==> src/rtl/feature_ctrl_pkg.sv <==
// Shared definitions for the feature-memory sequencer.
//   ADDR_W     : width of every group/line address (groups and lines are <=16)
//   WIN_CNT_W  : width of the window counter and cfg_num_windows
//   state_t    : controller state encoding
//   ring_inc() : modulo increment used by the circular line ring
package feature_ctrl_pkg;

  localparam int ADDR_W    = 4;
  localparam int WIN_CNT_W = 16;

  typedef enum logic [2:0] {
    ST_IDLE     = 3'd0,
    ST_FILL     = 3'd1,
    ST_READ     = 3'd2,
    ST_WAIT_ACK = 3'd3,
    ST_SLIDE    = 3'd4,
    ST_DONE     = 3'd5
  } state_t;

  // Step a ring pointer, wrapping from `last` back to zero.
  function automatic logic [ADDR_W-1:0] ring_inc(input logic [ADDR_W-1:0] ptr,
                                                 input logic [ADDR_W-1:0] last);
    return (ptr == last) ? '0 : ptr + ADDR_W'(1);
  endfunction

endpackage

==> src/rtl/feature_mem_ctrl_ring_ptr.sv <==
// ring_ptr: modulo-SIZE counter with synchronous clear and increment.
// Used for the fill line counter and for the ring head (oldest line).
//   clk, rst : clock, synchronous active-high reset
//   clr_i    : force pointer to 0 (wins over inc_i)
//   inc_i    : advance pointer, wrapping SIZE-1 -> 0
//   ptr_o    : current pointer value
module ring_ptr
  import feature_ctrl_pkg::*;
#(
  parameter int SIZE = 3
) (
  input  logic              clk,
  input  logic              rst,
  input  logic              clr_i,
  input  logic              inc_i,
  output logic [ADDR_W-1:0] ptr_o
);

  localparam logic [ADDR_W-1:0] LAST = ADDR_W'(SIZE - 1);

  logic [ADDR_W-1:0] ptr_q, ptr_d;

  always_comb begin
    ptr_d = ptr_q;
    if (clr_i) begin
      ptr_d = '0;
    end else if (inc_i) begin
      ptr_d = ring_inc(ptr_q, LAST);
    end
  end

  always_ff @(posedge clk) begin
    if (rst) begin
      ptr_q <= '0;
    end else begin
      ptr_q <= ptr_d;
    end
  end

  assign ptr_o = ptr_q;

endmodule

==> src/rtl/feature_mem_ctrl.sv <==
// feature_mem_ctrl: sequencer for the Tn x KERNEL_SIZE scratchpad feature memory.
// Fills every line of every group, then alternates a Tn-cycle read sweep
// (presenting one convolution window) with a Tn-word slide that overwrites
// the oldest line of the circular ring.
//
// Handshakes: a word moves when in_valid & in_ready are both high at a rising
// clk edge; in_valid without in_ready is ignored. A window is offered while
// window_valid is high and is retired by window_ack in that state (ack in the
// first window_valid cycle counts); ack at any other time is ignored.
//
// Ports:
//   clk, rst         clock, synchronous active-high reset
//   start            begin a run (IDLE only), cfg_num_windows sampled with it
//   in_valid/ready   input word stream; in_data forwarded to mem_wdata
//   wr_en            combinational write strobe (= input handshake)
//   wr_mem_group/line registered write address
//   rd_en            read strobe during the sweep
//   rd_mem_group     group being read; rd_mem_line is the ring head
//   window_valid     window stable at memory outputs; window_ack retires it
//   busy, done       not-IDLE flag; one-cycle end-of-run pulse
//   dbg_state        current FSM state, for observation
module feature_mem_ctrl
  import feature_ctrl_pkg::*;
#(
  parameter int Tn             = 4,
  parameter int KERNEL_SIZE    = 3,
  parameter int DATA_BUS_WIDTH = 16
) (
  input  logic                      clk,
  input  logic                      rst,
  input  logic                      start,
  input  logic [WIN_CNT_W-1:0]      cfg_num_windows,
  input  logic                      in_valid,
  output logic                      in_ready,
  input  logic [DATA_BUS_WIDTH-1:0] in_data,
  output logic [DATA_BUS_WIDTH-1:0] mem_wdata,
  output logic                      wr_en,
  output logic [ADDR_W-1:0]         wr_mem_group,
  output logic [ADDR_W-1:0]         wr_mem_line,
  output logic                      rd_en,
  output logic [ADDR_W-1:0]         rd_mem_group,
  output logic [ADDR_W-1:0]         rd_mem_line,
  output logic                      window_valid,
  input  logic                      window_ack,
  output logic                      busy,
  output logic                      done,
  output state_t                    dbg_state
);

  localparam logic [ADDR_W-1:0] GRP_LAST  = ADDR_W'(Tn - 1);
  localparam logic [ADDR_W-1:0] LINE_LAST = ADDR_W'(KERNEL_SIZE - 1);

  state_t                 state_q, state_d;
  logic [ADDR_W-1:0]      grp_q, grp_d;
  logic [ADDR_W-1:0]      rd_grp_q, rd_grp_d;
  logic [WIN_CNT_W-1:0]   win_cnt_q, win_cnt_d;
  logic [WIN_CNT_W-1:0]   cfg_q, cfg_d;
  logic                   line_clr, line_inc, head_clr, head_inc;
  logic [ADDR_W-1:0]      line_ptr, head_ptr;
  logic                   hs;

  // in_ready depends on state only, so the handshake has no path back
  // through the next-state logic.
  assign in_ready = (state_q == ST_FILL) || (state_q == ST_SLIDE);
  assign hs       = in_valid && in_ready;

  ring_ptr #(.SIZE(KERNEL_SIZE)) u_line_ptr (
    .clk   (clk),
    .rst   (rst),
    .clr_i (line_clr),
    .inc_i (line_inc),
    .ptr_o (line_ptr)
  );

  ring_ptr #(.SIZE(KERNEL_SIZE)) u_head_ptr (
    .clk   (clk),
    .rst   (rst),
    .clr_i (head_clr),
    .inc_i (head_inc),
    .ptr_o (head_ptr)
  );

  always_comb begin
    state_d      = state_q;
    grp_d        = grp_q;
    rd_grp_d     = rd_grp_q;
    win_cnt_d    = win_cnt_q;
    cfg_d        = cfg_q;
    line_clr     = 1'b0;
    line_inc     = 1'b0;
    head_clr     = 1'b0;
    head_inc     = 1'b0;
    rd_en        = 1'b0;
    window_valid = 1'b0;
    done         = 1'b0;
    unique case (state_q)
      ST_IDLE: begin
        if (start) begin
          if (cfg_num_windows != '0) begin
            state_d   = ST_FILL;
            cfg_d     = cfg_num_windows;
            win_cnt_d = '0;
            grp_d     = '0;
            rd_grp_d  = '0;
            line_clr  = 1'b1;
            head_clr  = 1'b1;
          end else begin
            state_d = ST_DONE;
          end
        end
      end
      ST_FILL: begin
        // Group-major order: group steps every word, line steps on group wrap.
        if (hs) begin
          if (grp_q == GRP_LAST) begin
            grp_d    = '0;
            line_inc = 1'b1;
            if (line_ptr == LINE_LAST) begin
              state_d  = ST_READ;
              head_clr = 1'b1;
            end
          end else begin
            grp_d = grp_q + ADDR_W'(1);
          end
        end
      end
      ST_READ: begin
        rd_en = 1'b1;
        if (rd_grp_q == GRP_LAST) begin
          rd_grp_d = '0;
          state_d  = ST_WAIT_ACK;
        end else begin
          rd_grp_d = rd_grp_q + ADDR_W'(1);
        end
      end
      ST_WAIT_ACK: begin
        window_valid = 1'b1;
        if (window_ack) begin
          win_cnt_d = win_cnt_q + WIN_CNT_W'(1);
          if (win_cnt_d == cfg_q) begin
            state_d = ST_DONE;
          end else begin
            state_d = ST_SLIDE;
            grp_d   = '0;
          end
        end
      end
      ST_SLIDE: begin
        // One new line per group replaces the oldest slot (the head).
        if (hs) begin
          if (grp_q == GRP_LAST) begin
            grp_d    = '0;
            head_inc = 1'b1;
            state_d  = ST_READ;
          end else begin
            grp_d = grp_q + ADDR_W'(1);
          end
        end
      end
      ST_DONE: begin
        done    = 1'b1;
        state_d = ST_IDLE;
      end
      default: state_d = ST_IDLE;
    endcase
  end

  always_ff @(posedge clk) begin
    if (rst) begin
      state_q   <= ST_IDLE;
      grp_q     <= '0;
      rd_grp_q  <= '0;
      win_cnt_q <= '0;
      cfg_q     <= '0;
    end else begin
      state_q   <= state_d;
      grp_q     <= grp_d;
      rd_grp_q  <= rd_grp_d;
      win_cnt_q <= win_cnt_d;
      cfg_q     <= cfg_d;
    end
  end

  assign busy         = (state_q != ST_IDLE);
  assign wr_en        = hs;
  assign mem_wdata    = in_data;
  assign wr_mem_group = grp_q;
  assign wr_mem_line  = (state_q == ST_SLIDE) ? head_ptr : line_ptr;
  assign rd_mem_group = rd_grp_q;
  assign rd_mem_line  = head_ptr;
  assign dbg_state    = state_q;

endmodule

==> config.mk <==
export PLATFORM = sky130hd
export DESIGN_NAME = feature_mem_ctrl
export DESIGN_NICKNAME = d
export VERILOG_FILES = /design/src/rtl/feature_ctrl_pkg.sv /design/src/rtl/feature_mem_ctrl_ring_ptr.sv /design/src/rtl/feature_mem_ctrl.sv
export SDC_FILE = /design/constraint.sdc
export NUM_CORES = 1
export LEC_CHECK = 0
export ABC_AREA = 1
export CORE_ASPECT_RATIO = 1.75
export CORE_MARGIN = 4
export CORE_UTILIZATION = 45
export CTS_CLUSTER_DIAMETER = 80
export DETAILED_ROUTE_END_ITERATION = 8
export PLACE_DENSITY = 0.83
export RECOVER_POWER = 50
export REMOVE_ABC_BUFFERS = 1
export SLEW_MARGIN = 20
export SYNTH_ARGS = -nofsm -noshare
export SYNTH_HDL_FRONTEND = slang
export SYNTH_SLANG_ARGS = --single-unit
==> constraint.sdc <==
create_clock -name clk -period 1.9 [get_ports clk]
set_clock_uncertainty 0.2 [all_clocks]
set_input_delay 0.38 -clock clk [delete_from_list [all_inputs] [get_ports clk]]
set_output_delay 0.38 -clock clk [all_outputs]
set_load 0.01 [all_outputs]
==> results.md <==
- Run status: complete, but fails checks
- Failing checks: negative setup slack
- Final weighted congestion in routability-driven placement: 0.936
- CP most frequent cell: nand2_1
- GRT overflow: 0
- Drt total wl: between 10 and 15 mm
- TritonCTS clock tree: built
- Share of the yosys chip area belonging to registers: approximately 32%
- Internal Power: between 2000 and 3000 uW
- Part of the power in registers: between 20% and 30%
- Logic pwr share: roughly half
- Crit path max-delay family: simple AND/OR/NAND/NOR gates
- Share of post-route cells with drive strength above 1: a little over two fifths
- CP arrival: approximately 2.4 ns
- Worst path slowest cell: dfxtp_1
- I/O Buffers: 45
- Critical Path Source Type: register
- Worst path bufs/invs: 0
- Worst Hold End: cfg_q[3]
- Syn Area/Cell: approximately 6.6 um^2
- Global-route wire length before repair: between 15 and 20 mm
- Die ar.: between 0.008 and 0.009 mm^2
- # IOs: about 80
- FF-to-FF Start: win_cnt_q[9]
- Worst-Skew Late Latency: about 0.30 ns
- Fin crit period: between 2 and 2.5 ns
- Via density: approximately 6
- Final Hold Fails: 0
- Worst path required time: between 1.5 and 2 ns
- Worst-Margin Slew: 0.454 ns
- Critical Path Max Stage Delay: 0.41 ns
- Max Root-Sink Buffers: 2
- Routed Antenna Nets: 0
- ANT cells: 0
- Chip width: between 70 and 80 um
- Setup ws final: -0.491 ns
- Maximum vdd drop: between 0.8 and 0.9 mV
- Hold Crit Start: cfg_num_windows[3]
- Initial core utilization: 46.1%
- Hold path cells: 3
- CTS HTree Levels: 2
- CTS buffer count: 5
- Area grow syn2layout: 56.6%
- Static Leak: around 0.0020 uW
- Relative slew slack: roughly 70%
- Placed Instances: around 670
- Switching Share: approximately two fifths
- Setup crit start: win_cnt_q[9]
- Post-route insts no fill: approximately 700
- Setup violations, final: 25
- RSZ-0062 raised after global routing: yes
- Vias in the first global route: roughly 4100
- Sw Pwr: 2000 uW
- Clock network power share: slightly below 20%
- Number of synthesis warnings: 0
- Yosys cell types: 37
- Core Rows: 40
- Fillers: 450
- Worst path cell trace: nand2_1 > nor2_1 > nand3_4 > xor3_1 > nand2_1 > nor2_4 > nand3_4 > nand2_4 > nand2_2 > nand2_1 > nor2_1
- Netlist Area Pre-Place: roughly 0.0032 mm^2
- Fraction of registers with async set/reset: 0%
- Post-route setup TNS: -3.63 ns
- Worst r2r dst: wr_mem_group[2]
- Final period utilization: 126%
- DR vias: a little over 4000
- GRT Total Usage: between 20% and 30%
- CP endpoint kind: register
- Clk slew on worst S/H paths: about 0.070 ns
- DRC viols: 0
- Number of DRC markers in iteration 0: around 440
- CTS hold repair buffers: 0
- Syn Inst Count: 477
- Post-synth EDFFs: 0
- # nets final: between 600 and 700
- Core Region: around 0.0069 mm^2
- Sink Count: a little over 50
- Drt first pass iters: 5
- Crit Path Category: register to register
- Flop2flop setup slack: -0.49 ns
- WL per Instance: roughly 20 um
- Hpwl dp: approximately 7.3 mm
- CP max FO: 6
- Die H: between 100 and 150 um
- Top_reg_cell synth: dfxtp_1
- Hold Crit Class: primary input to register
- Initial antenna violation count: 0
- PD cells: between 900 and 1000 mW/mm^2
- Max-cap violations: 0
- Root buf cell: clkbuf_16
- #FFs+latches synth: a little over 50
- Fmax: 418 MHz
- Largest net degree at the start of global routing: 22
- Final Max Slew Viols: 0
- R2r worst-path depth: 11
==> layout by cell type, fill, tap and decap left out, types with 13 or more instances in the layout <==
| cell | count |
|---|---|
| a21oi_1 | 24 |
| buf_4 | 89 |
| clkbuf_2 | 14 |
| clkdlybuf4s50_1 | 14 |
| dfxtp_1 | 40 |
| inv_1 | 41 |
| nand2_1 | 94 |
| nand2_2 | 20 |
| nand3_1 | 24 |
| nand3_2 | 15 |
| nor2_1 | 54 |
| nor2_4 | 13 |
| o21ai_0 | 15 |
==> power groups by stage <==
stage | sequential, uW | clock (uW) | combinational, uW
finish | 1440 | 967 | 2480
detailed placement | 1390 | 0 | 1780
global placement | 1390 | 0 | 1730
floorplan | 1410 | 0 | 865
CTS | 1380 | 965 | 2130
global route | 1450 | 1000 | 2650
==> cell families (layout without fill, tap and decap cells) <==
logic type      after synthesis  in the layout  synth area share, %
simple gates                268            269                 40.2
fa+ha+maj                     3              3                 1.19
buf+inv                      77            207                 11.7
xor+xnor                     11             11                 3.52
compound gates               67             67                 11.2
flops                        51             51                 32.3
==> final cells by class <==
cell class,instances,area [um^2],area share [%]
flip-flops and latches,51,1040,21.0
multi-input cells,350,2260,45.7
inverters,52,203,4.09
clock inverters,2,16.3,0.328
repair buffers,147,1190,24.0
clock buffers,6,139,2.80
well taps,84,105,2.12
==> how the worst max path moves through the flow <==
stage,to,slack (ns),cells past startpoint
final,wr_mem_group[2],-0.49,11
after global routing,wr_mem_group[1],-0.55,11
after CTS,wr_mem_group[2],-0.24,13
after detailed placement,wr_mem_group[2],-0.63,10
after global placement,wr_mem_group[3],-0.61,10
after floorplan,u_head_ptr.ptr_o[2],-0.07,10
==> synthesized netlist by cell type (4+ instances only) <==
cell type / instances / area, um^2
nand2_2: 6 / 37.5
a21oi_1: 34 / 170
nor4_1: 6 / 37.5
nand3_1: 43 / 215
xnor2_1: 6 / 52.6
dfxtp_1: 51 / 1020
nor2_4: 5 / 56.3
nor2_1: 64 / 240
xor2_1: 4 / 35.0
buf_4: 17 / 128
nand3b_1: 4 / 30.0
nand2_1: 111 / 417
nand4_1: 6 / 37.5
inv_1: 46 / 173
clkbuf_1: 5 / 18.8
nor2_2: 7 / 43.8
inv_2: 6 / 22.5
o21ai_0: 24 / 120
==> what timing repair did <==
action	CTS	global route
pin swaps	33	40
resized for setup	109	124
setup buffers	15	6
hold endpoints to repair	0	0
setup endpoints to repair	66	64
gates cloned	2	0
==> flip-flops by register name, summed over array words and instances (netlist names) <==
name	cells
wr_mem_group	4
rd_mem_group	4
dbg_state	3
cfg_q	16
u_line_ptr.ptr_o	4
u_head_ptr.ptr_o	4
win_cnt_q	16
==> per-layer routing <==
metal	share of wire (%)	vias to the layer above	routed length (um)	track usage, %
met2	50	291	6960	50.8
met4	9.9	0	1370	20.8
met5	0	-	0	0
li1	-	1791	-	-
met3	7.2	112	1000	8.19
met1	33	1894	4550	26.2
==> worst register-to-register path: stages (launching register included) <==
cell and delay (ns):
dfxtp_1 0.41, nand2_1 0.19, nor2_1 0.39, nand3_4 0.14
xor3_1 0.32, nand2_1 0.09, nor2_4 0.13, nand3_4 0.13
nand2_4 0.13, nand2_2 0.06, nand2_1 0.06, nor2_1 0.04
==> per-stage QoR <==
step	setup WS, ns	area (um^2)	hold slack [ns]	power [uW]	util (%)
floorplan	-0.0735	2990	0.246	2280	-
global placement	-0.606	4200	0.254	3120	61.2
detailed placement	-0.633	4200	0.264	3170	61.2
CTS	-0.235	4700	0.256	4480	68.6
global route	-0.549	4950	0.216	5110	72.3
finish	-0.491	4950	0.160	4890	72.3
Power figures use the tool's default switching activity.
